[src/rtl/clock_pkg.sv]
// clock_pkg: shared state encoding and BCD limits for the digital clock blocks
package clock_pkg;
  typedef enum logic [1:0] {
    IDLE   = 2'd0,
    RING   = 2'd1,
    SNOOZE = 2'd2
  } state_t;
  localparam logic [7:0] BCD_59 = 8'h59;
  localparam logic [7:0] BCD_23 = 8'h23;
endpackage

[src/rtl/bcd_time_add.sv]
// bcd_time_add: adds 0..9 minutes to a packed-BCD hh:mm, wrapping 59->00 and 23->00
//   hour, minute : packed BCD input time
//   add          : minutes to add (0..9)
//   sum_hour     : wrapped BCD hour
//   sum_minute   : wrapped BCD minute
module bcd_time_add
  import clock_pkg::*;
(
  input  logic [7:0] hour,
  input  logic [7:0] minute,
  input  logic [3:0] add,
  output logic [7:0] sum_hour,
  output logic [7:0] sum_minute
);
  logic [4:0] ones;
  logic [3:0] tens;
  logic       oc, hc;
  logic [7:0] hinc;
  assign ones = {1'b0, minute[3:0]} + {1'b0, add};
  assign oc = ones > 5'd9;
  assign tens = minute[7:4] + {3'd0, oc};
  // add is at most 9, so at most one tens carry and the minute total never exceeds 68
  assign hc = {tens, 4'd0} > BCD_59;
  assign sum_minute = {hc ? 4'd0 : tens, 4'(oc ? ones - 5'd10 : ones)};
  assign hinc = (hour == BCD_23) ? 8'h00 :
                (hour[3:0] == 4'd9) ? {hour[7:4] + 4'd1, 4'd0} : hour + 8'd1;
  assign sum_hour = hc ? hinc : hour;
endmodule

[src/rtl/alarm_beeper.sv]
// alarm_beeper: alarm match, ring with gated piezo tone, snooze, stop and auto-off
//   clk, rst                       : system clock, async active-low reset
//   clk1sec                        : one-cycle 1 Hz enable
//   hour, minute, second           : current time, packed BCD
//   alarm_hour, alarm_minute       : alarm setting, packed BCD
//   alarm_en                       : alarm armed
//   sw_stop, sw_snooze             : debounced switch levels
//   piezo, ringing, snoozed        : registered outputs
module alarm_beeper
  import clock_pkg::*;
#(
  parameter int CLK_HZ     = 50_000_000,
  parameter int TONE_HZ    = 2000,
  parameter int RING_SEC   = 60,
  parameter int SNOOZE_MIN = 5
) (
  input  logic       clk,
  input  logic       rst,
  input  logic       clk1sec,
  input  logic [7:0] hour,
  input  logic [7:0] minute,
  input  logic [7:0] second,
  input  logic [7:0] alarm_hour,
  input  logic [7:0] alarm_minute,
  input  logic       alarm_en,
  input  logic       sw_stop,
  input  logic       sw_snooze,
  output logic       piezo,
  output logic       ringing,
  output logic       snoozed
);
  localparam int HALF = CLK_HZ / (2 * TONE_HZ);
  localparam int GATE = CLK_HZ / 2;
  localparam int TW = $clog2(HALF + 1);
  localparam int GW = $clog2(GATE + 1);
  state_t          state, nxt;
  logic            stop_d, snz_d, stop_p, snz_p;
  logic [7:0]      rcnt, tgt_h, tgt_m, sum_h, sum_m;
  logic [TW-1:0]   tcnt, tcnt_n;
  logic [GW-1:0]   gcnt, gcnt_n;
  logic            tone, tone_n, gate, gate_n;
  logic            tick, alarm_hit, snz_hit, timeout, hold, t_wrap, g_wrap;
  bcd_time_add u_add (
    .hour      (hour),
    .minute    (minute),
    .add       (4'(SNOOZE_MIN)),
    .sum_hour  (sum_h),
    .sum_minute(sum_m)
  );
  assign tick = clk1sec & alarm_en & (second == 8'h00);
  assign alarm_hit = tick & (hour == alarm_hour) & (minute == alarm_minute);
  assign snz_hit = tick & (hour == tgt_h) & (minute == tgt_m);
  assign timeout = clk1sec & (rcnt == 8'(RING_SEC - 1));
  // stop outranks snooze and timeout; snooze outranks timeout
  always_comb begin
    nxt = (state == IDLE) ? (alarm_hit ? RING : IDLE) :
          (!alarm_en || stop_p) ? IDLE :
          (state == RING) ? (snz_p ? SNOOZE : timeout ? IDLE : RING) :
          (snz_hit ? RING : SNOOZE);
  end
  // counters only run while staying in RING, so every RING entry starts cleared with gate on
  assign hold = (state == RING) && (nxt == RING);
  assign t_wrap = tcnt == TW'(HALF - 1);
  assign g_wrap = gcnt == GW'(GATE - 1);
  assign tcnt_n = (hold && !t_wrap) ? tcnt + TW'(1) : '0;
  assign gcnt_n = (hold && !g_wrap) ? gcnt + GW'(1) : '0;
  assign tone_n = hold & (tone ^ t_wrap);
  assign gate_n = !hold | (gate ^ g_wrap);
  always_ff @(posedge clk or negedge rst) begin
    if (!rst) begin
      state   <= IDLE;
      stop_d  <= 1'b0;
      snz_d   <= 1'b0;
      stop_p  <= 1'b0;
      snz_p   <= 1'b0;
      rcnt    <= 8'd0;
      tcnt    <= '0;
      gcnt    <= '0;
      tone    <= 1'b0;
      gate    <= 1'b1;
      tgt_h   <= 8'h00;
      tgt_m   <= 8'h00;
      piezo   <= 1'b0;
      ringing <= 1'b0;
      snoozed <= 1'b0;
    end else begin
      state   <= nxt;
      stop_d  <= sw_stop;
      snz_d   <= sw_snooze;
      stop_p  <= sw_stop & ~stop_d;
      snz_p   <= sw_snooze & ~snz_d;
      rcnt    <= hold ? rcnt + {7'd0, clk1sec} : 8'd0;
      tcnt    <= tcnt_n;
      gcnt    <= gcnt_n;
      tone    <= tone_n;
      gate    <= gate_n;
      if (state == RING && nxt == SNOOZE) begin
        tgt_h <= sum_h;
        tgt_m <= sum_m;
      end
      piezo   <= tone_n & gate_n;
      ringing <= nxt == RING;
      snoozed <= nxt == SNOOZE;
    end
  end
endmodule

[config.mk]
export PLATFORM = sky130hd
export DESIGN_NAME = alarm_beeper
export DESIGN_NICKNAME = d
export VERILOG_FILES = /design/src/rtl/clock_pkg.sv /design/src/rtl/bcd_time_add.sv /design/src/rtl/alarm_beeper.sv
export SDC_FILE = /design/constraint.sdc
export NUM_CORES = 1
export LEC_CHECK = 0
export CORE_ASPECT_RATIO = 1.2
export CORE_MARGIN = 2
export CORE_UTILIZATION = 55
export DETAILED_ROUTE_END_ITERATION = 8
export GPL_ROUTABILITY_DRIVEN = 0
export PLACE_DENSITY = 0.79
export SLEW_MARGIN = 10
export SYNTH_ARGS = -nofsm -noshare
export SYNTH_HDL_FRONTEND = slang
export SYNTH_SLANG_ARGS = --single-unit
[constraint.sdc]
create_clock -name clk -period 4.85 [get_ports clk]
set_clock_uncertainty 0.2 [all_clocks]
set_input_delay 0.7275 -clock clk [delete_from_list [all_inputs] [get_ports clk]]
set_output_delay 0.7275 -clock clk [all_outputs]
set_load 0.01 [all_outputs]
== Word level (Yosys, flattened, before mapping) ==
Cells that the tools add are included.

* Flip-flop bits (word level): 74

* Bitwise operators: 16
* Mux-type cells: 15
* Order comparisons: 2
* Equal/unequal tests: 12
* Add/sub/neg operators: 8
* Reduce and logical (&&, ||, !) cells: 11

{| class="wikitable"
|+ Operator list
! cell !! number
|-
| $eq 8x8->1 || 4
|-
| $mux 8 || 4
|-
| $add 25x1->25 const B || 1
|-
| $eq 25x25->1 const B || 1
|-
| $mux 25 || 1
|-
| $eq 8x6->1 const B || 2
|-
| $add 14x1->14 const B || 1
|-
| $eq 14x14->1 const B || 1
|-
| $mux 14 || 1
|-
| $and 1x1->1 || 11
|-
| $mux 2 || 5
|-
| $add 8x1->8 || 1
|-
| $add 8x1->8 const B || 1
|-
| $gt 8x7->1 const B || 1
|-
| $logic_not 8->1 || 1
|-
| $mux 4 || 2
|-
| $add 4x3->5 const B || 1
|-
| $gt 5x4->1 const B || 1
|-
| $add 4x1->4 || 1
|-
| $add 4x1->4 const B || 1
|-
| $eq 2x1->1 const B || 2
|-
| $eq 4x4->1 const B || 1
|-
| $logic_and 1x1->1 || 4
|-
| $logic_not 1->1 || 4
|-
| other kinds (8) || 11
|}

== Depth between registers and ports, before layout ==
* Depth after elaboration: 13
* Depth in mapped cells: 12

== Hierarchy ==
A second synthesis with hierarchy kept.

* Cell total of the unflattened synthesis: 439
* Area total of the unflattened synthesis: 4494.3 um2

{| class="wikitable"
|+ By module, submodules not included
! module !! times used !! area each (um2) !! cells each
|-
| alarm_beeper || 1 || 3788.6 || 350
|-
| bcd_time_add || 1 || 705.7 || 89
|}

== Least setup slack after synthesis ==
Ideal clock, no wire load.

* Path type: in2reg
* From: in minute[0]
* To: reg tgt_h[3]
* Path slack: 1.619 ns
* Stages: 11
* Arrival: 2.949 ns
* Path buffers: 0
* Required time: 4.568 ns
* Cell sequence: ha_1 -> nand2b_1 -> a21oi_1 -> inv_1 -> ha_1 -> ha_1 -> a21oi_1 -> a2bb2oi_1 -> and2_0 -> o21ai_0 -> a31oi_1

* Word-level cells in the longest chain between the ends: 8

{| class="wikitable"
|+ Ends and longest elaborated chain
! element !! line !! text
|-
| start, declared || alarm_beeper.sv:21 || <nowiki>input logic [7:0] minute,</nowiki>
|-
| branches (longest 8 deep; another with $gt 8x7->1) || - ||
|-
| end signal, assigned || alarm_beeper.sv:98 || <nowiki>tgt_h <= sum_h;</nowiki>
|-
| end, declared || alarm_beeper.sv:38 || <nowiki>logic [7:0] rcnt, tgt_h, tgt_m, sum_h, sum_m;</nowiki>
|}

Parallel ways; which one is timed is not known.
A chain may end at the register's enable or synchronous reset.

== Final worst setup path ==
Ends and elaborated chain as after synthesis.

==> metrics <==
Rel. slew slack=20.0%; share of the synthesized area in the top cell type=44.3%; largest net degree at the start of global routing=50; Worst Path Class, Setup=input port to register; most common cell in the netlist=dfrtp_1; top cells by area, synth=dfrtp_1 44%, xnor2_1 11%, xor2_1 5.9%; NetSw=just under 0.3 mW; CP max stage delay=0.52 ns; nets=539; CTS tree=built; post-cts sizing count=0; EDFF count, synth=0; met2 Use GR=39.9%; post-synth net total=491; CP Launch Type=input port; min cycle time layout=around 3.8 ns; xor and xnor fraction of the mapped netlist area=between 10% and 20%; Synth async-reset ratio=100%; Fin. Hold Viols=0; CTS sink count=74; core area=7270 um^2; switching part of the total=between 20% and 30%; num rows=34; Synth top cells by count=73 x dfrtp_1, 53 x xnor2_1, 49 x nor2_1; pwr dens=251 nW/um^2; Clock power frac=38.9%; WHS Endpoint=snz_p; reg-to-reg startpoint=rcnt[2]; PortBufs=48; CTS clk-pin slew, worst paths=0.08 ns; share of cells above drive strength 1=5.57%; simple-gate area share of the yosys netlist=23.6%; Num CTS Buffers=9; total track usage=between 20% and 30%; FF-to-FF End=piezo; hold-fix buffers at CTS=0; Main synth FF type=dfrtp_1; dpl cells=559; total grt overflow=0; Worst R2R Setup Slack=2.08 ns; die span in x=just over 80 um; main combinational cell family by area after synthesis=simple AND/OR/NAND/NOR gates; Die Ht=98.9 um; internal power=0.922 mW; Netlist cell types=49; vias per inst=5.61; Post-DP HPWL=around 6.5 mm; number of remaining DRC errors=0; met1 Usage GRT=between 20% and 30%; global-route wire length before repair=15.4 mm; Final Slew Violations=0; Leakage=1.96 nW; crit path DAT=between 3 and 4 ns; most used routing layer=met2; adder-cell share of the synthesized area=just under 4%; Slowest cell on crit path=clkdlybuf4s50_1; synthesized area per cell=between 9 and 10 um^2; met3 usage=5.53%; Non-Filler Instances=~580; n_diodes=0; maxcap violations=0; Final Setup Violations=0; Hold Path Cell Cnt=1; Hold Startpoint=snz_d; unrepaired setup endpoints after global routing=no; most frequent CP cell=ha_1; initial core utilization=between 50% and 60%; Place WS=approximately 0.72 ns; vias=3,225; DRT Wirelength=8.91 mm; # IOs=49; Layout area overhead=18.1%; area leader, netlist=dfrtp_1; critical path launch point=minute[0]; post-route ant nets=0; run status=completed; Flop pwr share=50.7%; worst path cell trace=clkdlybuf4s50_1 > ha_1 > nand2b_1 > a21oi_1 > inv_1 > ha_1 > ha_1 > a21oi_1 > a2bb2oi_1 > and2_0 > o21ai_0 > a31oi_1; Worst Setup Slack, final=1.02 ns; clock root buffer=clkbuf_8; Die Area=8210 um^2; Clock Latency Late Sink=0.35 ns; worst min path class=register to register; Cells after Synth=432; Mapped Area=around 4100 um^2; post-synthesis compound-gate area fraction=7.01%; drt first-iter violations=145; Worst-Margin Slew=1.20 ns; Crit path max-delay family=compound AO/OA/AOI/OAI gates; CTS Buffer Depth=2; sequential area share after synthesis=44.9%; VDD IR max=0.193 mV; initial antenna violation count=0; yosys warns=0; vias in the first global route=3,356; Reg2Reg Depth=6; fraction of synthesized area in multiplexers=less than 1%; Setup Fix Bufs, Post-CTS=0; Crit Path Max Fanout=7; CP Capture Type=register; first-pass iteration count of the detailed router=4; Final TNS setup=0 ns; fmax=between 200 and 300 MHz; wire per inst=around 15 um; Buf/Inv on CP=2; Worst Path Required=4.91 ns; fin crit share=79.1%; H-tree Lvls=3; Combinational Power Share=10.3%; Synth Register Bits=74
flip-flops by register name, summed over array words and instances (netlist names):
name     count
stop_d       1
tcnt        14
snoozed      1
snz_p        1
stop_p       1
rcnt         8
ringing      1
state        2
tgt_m        8
tgt_h        8
piezo        1
gcnt        25
tone         1
snz_d        1
gate         1
routing by layer:
layer  wire [um]  share of wire, %
met1        3910                44
met2        4530                51
met3         375               4.2
met4          95               1.1
met5           0                 0
metrics by stage:
step           cell area (um^2)  hold WS [ns]  util (%)  power [mW]
6_report                   4870         0.197      66.9        1.22
4_1_cts                    4870         0.198      66.9        1.23
3_3_place_gp               4670         0.185      64.2       0.755
2_1_floorplan              4120         0.178         -       0.688
5_1_grt                    4870         0.200      66.9        1.28
3_5_place_dp               4670         0.187      64.2       0.758
area by class of cell:
type | count | area (um^2)
fill | 562 | 2410
multi-input combinational | 330 | 2160
tap | 90 | 113
clock inverter | 6 | 67.6
inverter | 15 | 56.3
clock buffer | 10 | 128
timing repair buffer | 50 | 490
sequential | 74 | 1850
worst reg2reg max path: stages (launching register included):
cell and delay (ns):
dfrtp_1 0.42, nor4b_1 0.34, nand4_1 0.15, nand3_1 0.11, buf_4 0.23, a21boi_1 0.98, a211oi_2 0.18
power by group through the flow:
stage	Combinational (mW)	Clock (mW)	Sequential (mW)
2_1_floorplan	0.0565	0	0.631
3_3_place_gp	0.124	0	0.631
3_5_place_dp	0.127	0	0.631
4_1_cts	0.127	0.488	0.619
5_1_grt	0.139	0.517	0.619
6_report	0.126	0.475	0.619
layout by cell type (no fill, tap or decap), drive strengths merged, types with 8 or more instances in the layout:
cell type,count
clkdlybuf4s50,47
nor2,49
nand3,26
clkbuf,10
and3,10
inv,16
nand2,33
nor3,15
ha,13
nor4,8
dfrtp,73
o21ai,16
nand4,16
xnor2,54
a21oi,13
xor2,28
cells by family (layout without fill, tap and decap cells):
kind of cell | after synthesis | count (layout)
and+or+nand+nor | 187 | 187
buffers and inverters | 28 | 81
xor gates and xnor gates | 82 | 82
AOI/OAI and AO/OA | 47 | 47
DFF | 74 | 74
muxes | 1 | 1
adders and majority gates | 13 | 13
how the worst max path moves through the flow:
stage | endpoint | slack (ns) | cells after the start
floorplan | tgt_h[3] | 1.62 | 11
global placement | tgt_h[3] | 0.82 | 12
detailed placement | tgt_h[5] | 0.72 | 12
CTS | tgt_h[3] | 1.05 | 12
global route | tgt_h[3] | 0.77 | 12
finish | tgt_h[3] | 1.02 | 12
Note: power is estimated with default switching activity, not from simulation.
